==> src/rtl/pipe_ctrl_pkg.sv <==
// Shared definitions for the pipeline stall/flush controller.
//   pipe_state_e : controller FSM encoding (ST_RUN=0, ST_MEM_WAIT=1)
//   REG_IDX_W    : architectural register index width
//   REG_X0       : hard-wired zero register index (never a hazard source)
//   STG_*        : pipeline register indices, for debug/trace use
package pipe_ctrl_pkg;

   localparam int unsigned REG_IDX_W = 5;
   localparam logic [REG_IDX_W-1:0] REG_X0 = 5'd0;

   typedef enum logic [1:0] {
      ST_RUN      = 2'd0,
      ST_MEM_WAIT = 2'd1
   } pipe_state_e;

   localparam int unsigned STG_PC     = 0;
   localparam int unsigned STG_IF_ID  = 1;
   localparam int unsigned STG_ID_EX  = 2;
   localparam int unsigned STG_EX_MEM = 3;
   localparam int unsigned STG_MEM_WB = 4;

endpackage

==> src/rtl/pipe_hazard_detect.sv <==
// Combinational load-use hazard detector.
// Flags when the load in EX writes a register the instruction in ID reads.
//   id_rs1, id_rs2 : source indices of the ID instruction
//   id_uses_rs2    : ID instruction actually reads rs2
//   ex_memread     : EX instruction is a load
//   ex_rd          : EX destination index
//   load_use       : hazard present, one bubble required
module pipe_hazard_detect
   import pipe_ctrl_pkg::*;
(
   input  logic [REG_IDX_W-1:0] id_rs1,
   input  logic [REG_IDX_W-1:0] id_rs2,
   input  logic                 id_uses_rs2,
   input  logic                 ex_memread,
   input  logic [REG_IDX_W-1:0] ex_rd,
   output logic                 load_use
);

   // Writes to x0 are discarded, so they can never feed a dependent instruction.
   assign load_use = ex_memread && (ex_rd != REG_X0) &&
                     ((ex_rd == id_rs1) || (id_uses_rs2 && (ex_rd == id_rs2)));

endmodule

==> src/rtl/pipe_hazard_ctrl.sv <==
// Central stall/flush controller for the 5-stage pipeline.
// Handles load-use bubbles, taken-branch flushes resolved in MEM and
// multi-cycle data-memory accesses (dmem_req/dmem_ready handshake).
// Inputs : clk, arst_n (async active-low), id_rs1/id_rs2/id_uses_rs2,
//          ex_memread/ex_rd, mem_branch_taken, dmem_req, dmem_ready
// Outputs: en_pc/en_if_id/en_id_ex/en_ex_mem/en_mem_wb register enables,
//          flush_if_id/flush_id_ex/flush_ex_mem bubble strobes, pc_sel,
//          mem_timeout_err (sticky), state_o (debug)
// Optional: `define PIPE_CTRL_PERF_CNT_EN adds saturating stall_cycles and
//           flush_events counters.
module pipe_hazard_ctrl
   import pipe_ctrl_pkg::*;
#(
   parameter int unsigned MEM_TIMEOUT = 64,
   parameter int unsigned CNT_W       = 32
) (
   input  logic                 clk,
   input  logic                 arst_n,
   input  logic [REG_IDX_W-1:0] id_rs1,
   input  logic [REG_IDX_W-1:0] id_rs2,
   input  logic                 id_uses_rs2,
   input  logic                 ex_memread,
   input  logic [REG_IDX_W-1:0] ex_rd,
   input  logic                 mem_branch_taken,
   input  logic                 dmem_req,
   input  logic                 dmem_ready,
   output logic                 en_pc,
   output logic                 en_if_id,
   output logic                 en_id_ex,
   output logic                 en_ex_mem,
   output logic                 en_mem_wb,
   output logic                 flush_if_id,
   output logic                 flush_id_ex,
   output logic                 flush_ex_mem,
   output logic                 pc_sel,
   output logic                 mem_timeout_err,
   output logic [1:0]           state_o
`ifdef PIPE_CTRL_PERF_CNT_EN
   ,
   output logic [CNT_W-1:0]     stall_cycles,
   output logic [CNT_W-1:0]     flush_events
`endif
);

   localparam logic [CNT_W-1:0] TIMEOUT_LAST = CNT_W'(MEM_TIMEOUT - 1);

   pipe_state_e      state_q, state_d;
   logic [CNT_W-1:0] wait_cnt_q, wait_cnt_d;
   logic             err_q, err_d;
   logic             load_use;
   logic             resolve;     // pipeline may advance this cycle (rules 2-4)
   logic             en_front;    // PC and IF/ID enables
   logic             en_back;     // ID/EX, EX/MEM, MEM/WB enables
   logic             fl_if_id, fl_id_ex, fl_ex_mem, sel_branch;

   pipe_hazard_detect u_hazard_detect (
      .id_rs1      (id_rs1),
      .id_rs2      (id_rs2),
      .id_uses_rs2 (id_uses_rs2),
      .ex_memread  (ex_memread),
      .ex_rd       (ex_rd),
      .load_use    (load_use)
   );

   // Next-state, wait counter and timeout flag.
   always_comb begin
      state_d    = state_q;
      wait_cnt_d = wait_cnt_q;
      err_d      = err_q;
      resolve    = 1'b0;
      case (state_q)
         ST_RUN: begin
            if (dmem_req && !dmem_ready) begin
               state_d = ST_MEM_WAIT;
            end else begin
               resolve = 1'b1;
            end
         end
         ST_MEM_WAIT: begin
            if (!dmem_ready) begin
               if (wait_cnt_q != '1) begin
                  wait_cnt_d = wait_cnt_q + 1'b1;
               end
               // Keep waiting after the error; it only reports the overrun.
               if (wait_cnt_q >= TIMEOUT_LAST) begin
                  err_d = 1'b1;
               end
            end else begin
               // Exit cycle: the frozen pipeline is resolved as if in RUN.
               resolve    = 1'b1;
               wait_cnt_d = '0;
               state_d    = ST_RUN;
            end
         end
         default: begin
            state_d    = ST_RUN;
            wait_cnt_d = '0;
         end
      endcase
   end

   // Priority: branch flush beats load-use bubble; a memory stall beats both.
   always_comb begin
      en_front   = 1'b0;
      en_back    = 1'b0;
      fl_if_id   = 1'b0;
      fl_id_ex   = 1'b0;
      fl_ex_mem  = 1'b0;
      sel_branch = 1'b0;
      if (resolve) begin
         en_front = 1'b1;
         en_back  = 1'b1;
         if (mem_branch_taken) begin
            fl_if_id   = 1'b1;
            fl_id_ex   = 1'b1;
            fl_ex_mem  = 1'b1;
            sel_branch = 1'b1;
         end else if (load_use) begin
            en_front = 1'b0;
            fl_id_ex = 1'b1;
         end
      end
   end

   // Gate with reset so nothing in the pipeline moves while reset is held.
   assign en_pc        = arst_n & en_front;
   assign en_if_id     = arst_n & en_front;
   assign en_id_ex     = arst_n & en_back;
   assign en_ex_mem    = arst_n & en_back;
   assign en_mem_wb    = arst_n & en_back;
   assign flush_if_id  = arst_n & fl_if_id;
   assign flush_id_ex  = arst_n & fl_id_ex;
   assign flush_ex_mem = arst_n & fl_ex_mem;
   assign pc_sel       = arst_n & sel_branch;

   assign mem_timeout_err = err_q;
   assign state_o         = state_q;

   always_ff @(posedge clk or negedge arst_n) begin
      if (!arst_n) begin
         state_q    <= ST_RUN;
         wait_cnt_q <= '0;
         err_q      <= 1'b0;
      end else begin
         state_q    <= state_d;
         wait_cnt_q <= wait_cnt_d;
         err_q      <= err_d;
      end
   end

`ifdef PIPE_CTRL_PERF_CNT_EN
   logic [CNT_W-1:0] stall_cycles_q;
   logic [CNT_W-1:0] flush_events_q;

   always_ff @(posedge clk or negedge arst_n) begin
      if (!arst_n) begin
         stall_cycles_q <= '0;
         flush_events_q <= '0;
      end else begin
         if (!en_front && (stall_cycles_q != '1)) begin
            stall_cycles_q <= stall_cycles_q + 1'b1;
         end
         if (sel_branch && (flush_events_q != '1)) begin
            flush_events_q <= flush_events_q + 1'b1;
         end
      end
   end

   assign stall_cycles = stall_cycles_q;
   assign flush_events = flush_events_q;
`endif

endmodule

==> config.mk <==
export PLATFORM = sky130hd
export DESIGN_NAME = pipe_hazard_ctrl
export DESIGN_NICKNAME = d
export VERILOG_FILES = /design/src/rtl/pipe_ctrl_pkg.sv /design/src/rtl/pipe_hazard_detect.sv /design/src/rtl/pipe_hazard_ctrl.sv
export SDC_FILE = /design/constraint.sdc
export NUM_CORES = 1
export LEC_CHECK = 0
export ABC_AREA = 1
export BUFFER_PORTS_ARGS = -buffer_cell sky130_fd_sc_hd__buf_2
export CAP_MARGIN = 0
export CORE_ASPECT_RATIO = 1.75
export CORE_MARGIN = 2
export CORE_UTILIZATION = 30
export DETAILED_ROUTE_END_ITERATION = 8
export SLEW_MARGIN = 15
export SYNTH_ARGS = -nofsm -noshare
export SYNTH_HDL_FRONTEND = slang
export SYNTH_SLANG_ARGS = --single-unit
==> constraint.sdc <==
create_clock -name clk -period 2.8 [get_ports clk]
set_input_delay 0.14 -clock clk [delete_from_list [all_inputs] [get_ports clk]]
set_output_delay 0.14 -clock clk [all_outputs]
set_load 0.01 [all_outputs]
==> impl_metrics.toml <==
[yosys]
synth_nets = 452
syn-instance-count = 429
synth.yosys.warnings = 0
complex_gate_fraction_of_the_synthesized_area_pct = 7.53
yosysUniqueCellTypes = 33
synth-main-ff-cell = "sky130_fd_sc_hd__dfrtp_1"
post_synth_and_or_nand_nor_area_fraction_pct = 45.8
syn-cell-area_sq_mm = 0.00272
yosysSeqAreaShare_pct = 31.2
synth.area.mux_share_pct = 0
synth.ff_latch_count = 34
synth_xor_area_share_pct = 3.86
post_synth_fa_ha_maj_area_fraction_pct = 0.459
post_synth.cell_area_avg_sq_um = 6.35
synth_top_family_by_area = "simple AND/OR/NAND/NOR gates"
postSynth.asyncResetShare_pct = 100
synth-edff-count = 0

[place]
place_hpwl_microns = 6440
postPlaceCellArea_sq_mm = 0.00296
port_buffers = 32
finalWeightedCongestion = 0.990
placed_cells_incl_taps = 569
dp_slack_ns = 0.759

[worst_hold_path]
min_path_cells = 3
hold_path.startpoint = "dmem_req"
hold_path.class = "input port to flop"
whs_endpoint = "state_o[0]"

[sta]
hold_viol = 0
unrepaired_setup_endpoints_after_global_routing = "no"
setup-tns-final_ns = 0
max_freq_mhz = 489
postLayoutSetupSlackWorst_ns = 0.753
slew_viol_final = 0
fin_crit_ns = 2.05
clock_skew_ns = 0.00506
period_utilization_pct = 73.1
slew_of_the_pin_with_the_lowest_slew_margin_ns = 0.649
timing.hold.ws_ns = 0.103
max_slew_margin_pct = 56.7
finalSetupViolations = 0

[finish]
antenna-diode-count = 0
fin_area_sq_mm = 0.00312
seq_area_sq_um = 851
share_of_layout_cells_above_drive_strength_1_pct = 14.8
num-nets-final = 480
layoutNonFillerInstCount = 578
area_delta_synth_final_pct = 14.5
n_fill_cell = 992
multi_input_area_sq_mm = 0.00158

[cts]
clock_path_buffers = 2
clk_pin_slew_worst_paths_ns = 0.06
tritoncts = "yes"
cts.repair.resized = 0
ctsHoldBuffers = 1
cts_h_tree_lvls = 2
clkLatencyLatePin_ns = 0.29
cts_sink_count = 34
cts_root_buf = "sky130_fd_sc_hd__clkbuf_16"
postCtsSetupRepairBufs = 0
numCtsBuffers = 5

[detailed_routing]
detail_route.first_pass.iterations = 7
routed_wirelength_microns = 8240
drtIter0Drc = 228
vias = 2820
antenna_violating_nets_post_route = 0
post_route_drc_violation_count = 0
routed_via_count_divided_by_cell_count = 4.88
drt-wirelength-per-cell_microns = 14.2

[critical_path]
cp-start-kind = "flop"
cp.required_ns = 2.99
cp_max_fo = 24
critical_path.max_stage_delay_ns = 0.39
cp-startpoint = "wait_cnt_q[1]"
timing.setup.critical_path_class = "flop to flop"
critPathMostFrequentCell = "sky130_fd_sc_hd__nand2_4"
worst_r2r_path_depth = 9
timing.rr.end = "wait_cnt_q[10]"
crit_buf_inv = 2
timing.critical_path.to_type = "flop"
rrSetupSlack_ns = 0.75
timing.critical_path.arrival_ns = 2.23
cpLargestDelayFamily = "simple AND/OR/NAND/NOR gates"
regToRegStartpoint = "wait_cnt_q[1]"
critical_path.cell_chain = "ha_1 > inv_2 > nor2_8 > nand2_4 > nor2_4 > nand3_4 > nand2_4 > inv_4 > o21ai_0"
crit_slowest_cell = "sky130_fd_sc_hd__dfrtp_1"

[global_routing]
grt_most_used_layer = "met2"
use_met2_pct = 33.4
grt.total_usage_pct = 17.1
gr-usage-met3_pct = 2.21
first_global_vias = 2810
grt_first_pass_wirelength_microns = 13100
grt_start_max_net_pins = 35
met1_track_usage_gr_pct = 15.8
grt_overflow = 0
antenna_found_initial = 0

[job]
drv.max_cap_violation_count = 0

[floorplanning]
core.rowCount = 46
io_pins = 34
floorplan.initialDensity_pct = 30.5
floorplan.die.width_microns = 76.0
chipHeight_microns = 130
dieArea_sq_mm = 0.00989
placeable_core_region_sq_mm = 0.00892

[status]
run_status = "completed"

[power]
peakVddDrop_mv = 0.193
power_density_normalized_to_cell_area_mw_per_mm2 = 390
leak_pwr_nw = 1.44
[registers in the layout, summed over array words and instances, names as in the netlist]
signal	cells
wait_cnt_q	32
mem_timeout_err	1
state_o	1
[placed cells by master, fill, tap and decap left out]
cell type and instances:
sky130_fd_sc_hd__ha_1 1, sky130_fd_sc_hd__nand3_2 1, sky130_fd_sc_hd__nand3_1 32, sky130_fd_sc_hd__buf_4 3, sky130_fd_sc_hd__dfrtp_1 34, sky130_fd_sc_hd__nor4_1 3, sky130_fd_sc_hd__nor2_2 4, sky130_fd_sc_hd__clkinvlp_4 1
sky130_fd_sc_hd__nand2_1 141, sky130_fd_sc_hd__clkinv_1 1, sky130_fd_sc_hd__inv_4 1, sky130_fd_sc_hd__a21oi_1 1, sky130_fd_sc_hd__a21o_1 2, sky130_fd_sc_hd__o21ai_0 15, sky130_fd_sc_hd__xor2_1 9, sky130_fd_sc_hd__inv_1 49
sky130_fd_sc_hd__a21boi_0 1, sky130_fd_sc_hd__nand2_4 2, sky130_fd_sc_hd__nor2_4 1, sky130_fd_sc_hd__nand4_1 24, sky130_fd_sc_hd__nor2_8 1, sky130_fd_sc_hd__clkinv_2 1, sky130_fd_sc_hd__o21ai_2 11, sky130_fd_sc_hd__dlygate4sd3_1 1
sky130_fd_sc_hd__conb_1 1, sky130_fd_sc_hd__o22ai_1 1, sky130_fd_sc_hd__buf_2 32, sky130_fd_sc_hd__clkbuf_16 5, sky130_fd_sc_hd__nor3_1 4, sky130_fd_sc_hd__nand2_2 2, sky130_fd_sc_hd__xnor2_1 3, sky130_fd_sc_hd__inv_2 1
sky130_fd_sc_hd__nor2_1 67, sky130_fd_sc_hd__clkbuf_8 1, sky130_fd_sc_hd__nand3_4 1
[routing by layer]
metal / part of all wire, % / up-vias
met1: 36 / 1274
met5: 0 / -
met2: 53 / 99
li1: - / 1411
met3: 3.7 / 36
met4: 7.9 / 0
[report_power, final]
group,switching (mW),internal [mW],leakage [nW]
clock network,0.221,0.352,0.0729
logic,0.0874,0.0427,0.903
registers,0.0143,0.500,0.466
total,0.322,0.895,1.44
[cells in the mapped netlist, types with 2 or more instances]
library cell	n	share of area [%]
sky130_fd_sc_hd__nand2_1	141	19
sky130_fd_sc_hd__nor2_1	67	9.2
sky130_fd_sc_hd__inv_1	49	6.8
sky130_fd_sc_hd__dfrtp_1	34	31
sky130_fd_sc_hd__nand3_1	32	5.9
sky130_fd_sc_hd__nand4_1	24	5.5
sky130_fd_sc_hd__o21ai_0	15	2.8
sky130_fd_sc_hd__o21ai_2	11	3.5
sky130_fd_sc_hd__xor2_1	9	2.9
sky130_fd_sc_hd__buf_4	7	1.9
sky130_fd_sc_hd__nor2_2	4	0.92
sky130_fd_sc_hd__nor3_1	4	0.73
sky130_fd_sc_hd__clkbuf_1	3	0.41
sky130_fd_sc_hd__nor4_1	3	0.69
sky130_fd_sc_hd__xnor2_1	3	0.96
sky130_fd_sc_hd__a21o_1	2	0.55
sky130_fd_sc_hd__buf_2	2	0.37
sky130_fd_sc_hd__buf_6	2	0.83
sky130_fd_sc_hd__nand2_2	2	0.46
sky130_fd_sc_hd__nand2_4	2	0.83
[cell type report]
class	count	area share [%]
flip-flops and latches	34	27.3
repair buffers	36	6.18
clock inverters	2	0.401
multi-input cells	328	50.5
clock buffers	6	4.45
inverters	52	6.34
well taps	120	4.82
[through the flow]
step | util, % | power, mW
after CTS | 35.0 | 1.23
after global routing | 35.0 | 1.26
after floorplan | - | 0.605
after detailed placement | 33.1 | 0.652
after global placement | 33.1 | 0.650
final | 35.0 | 1.22
[kinds of logic (layout without fill, tap and decap cells)]
logic type                 after synthesis  after routing
AOI/OAI and AO/OA                       31             31
xor gates and xnor gates                12             12
adders and majority gates                1              1
buffers and inverters                   67             96
DFF                                     34             34
other                                    1              1
and+or+nand+nor                        283            283
[worst max path at each step]
stage | to | slack [ns] | cells past startpoint
global route | wait_cnt_q[10] | 0.61 | 9
floorplan | wait_cnt_q[11] | 1.15 | 11
CTS | wait_cnt_q[10] | 0.75 | 9
global placement | wait_cnt_q[10] | 0.84 | 9
detailed placement | wait_cnt_q[10] | 0.76 | 9
finish | wait_cnt_q[10] | 0.75 | 9
[worst reg2reg max path, delay by kind of cell (launching register included)]
| kind | cells | cell delay, ns |
|---|---|---|
| and+or+nand+nor | 5 | 0.77 |
| DFF | 1 | 0.39 |
| AOI/OAI and AO/OA | 1 | 0.26 |
| buffers and inverters | 2 | 0.29 |
| adders and majority gates | 1 | 0.24 |
(Power assumes the default switching activity.)
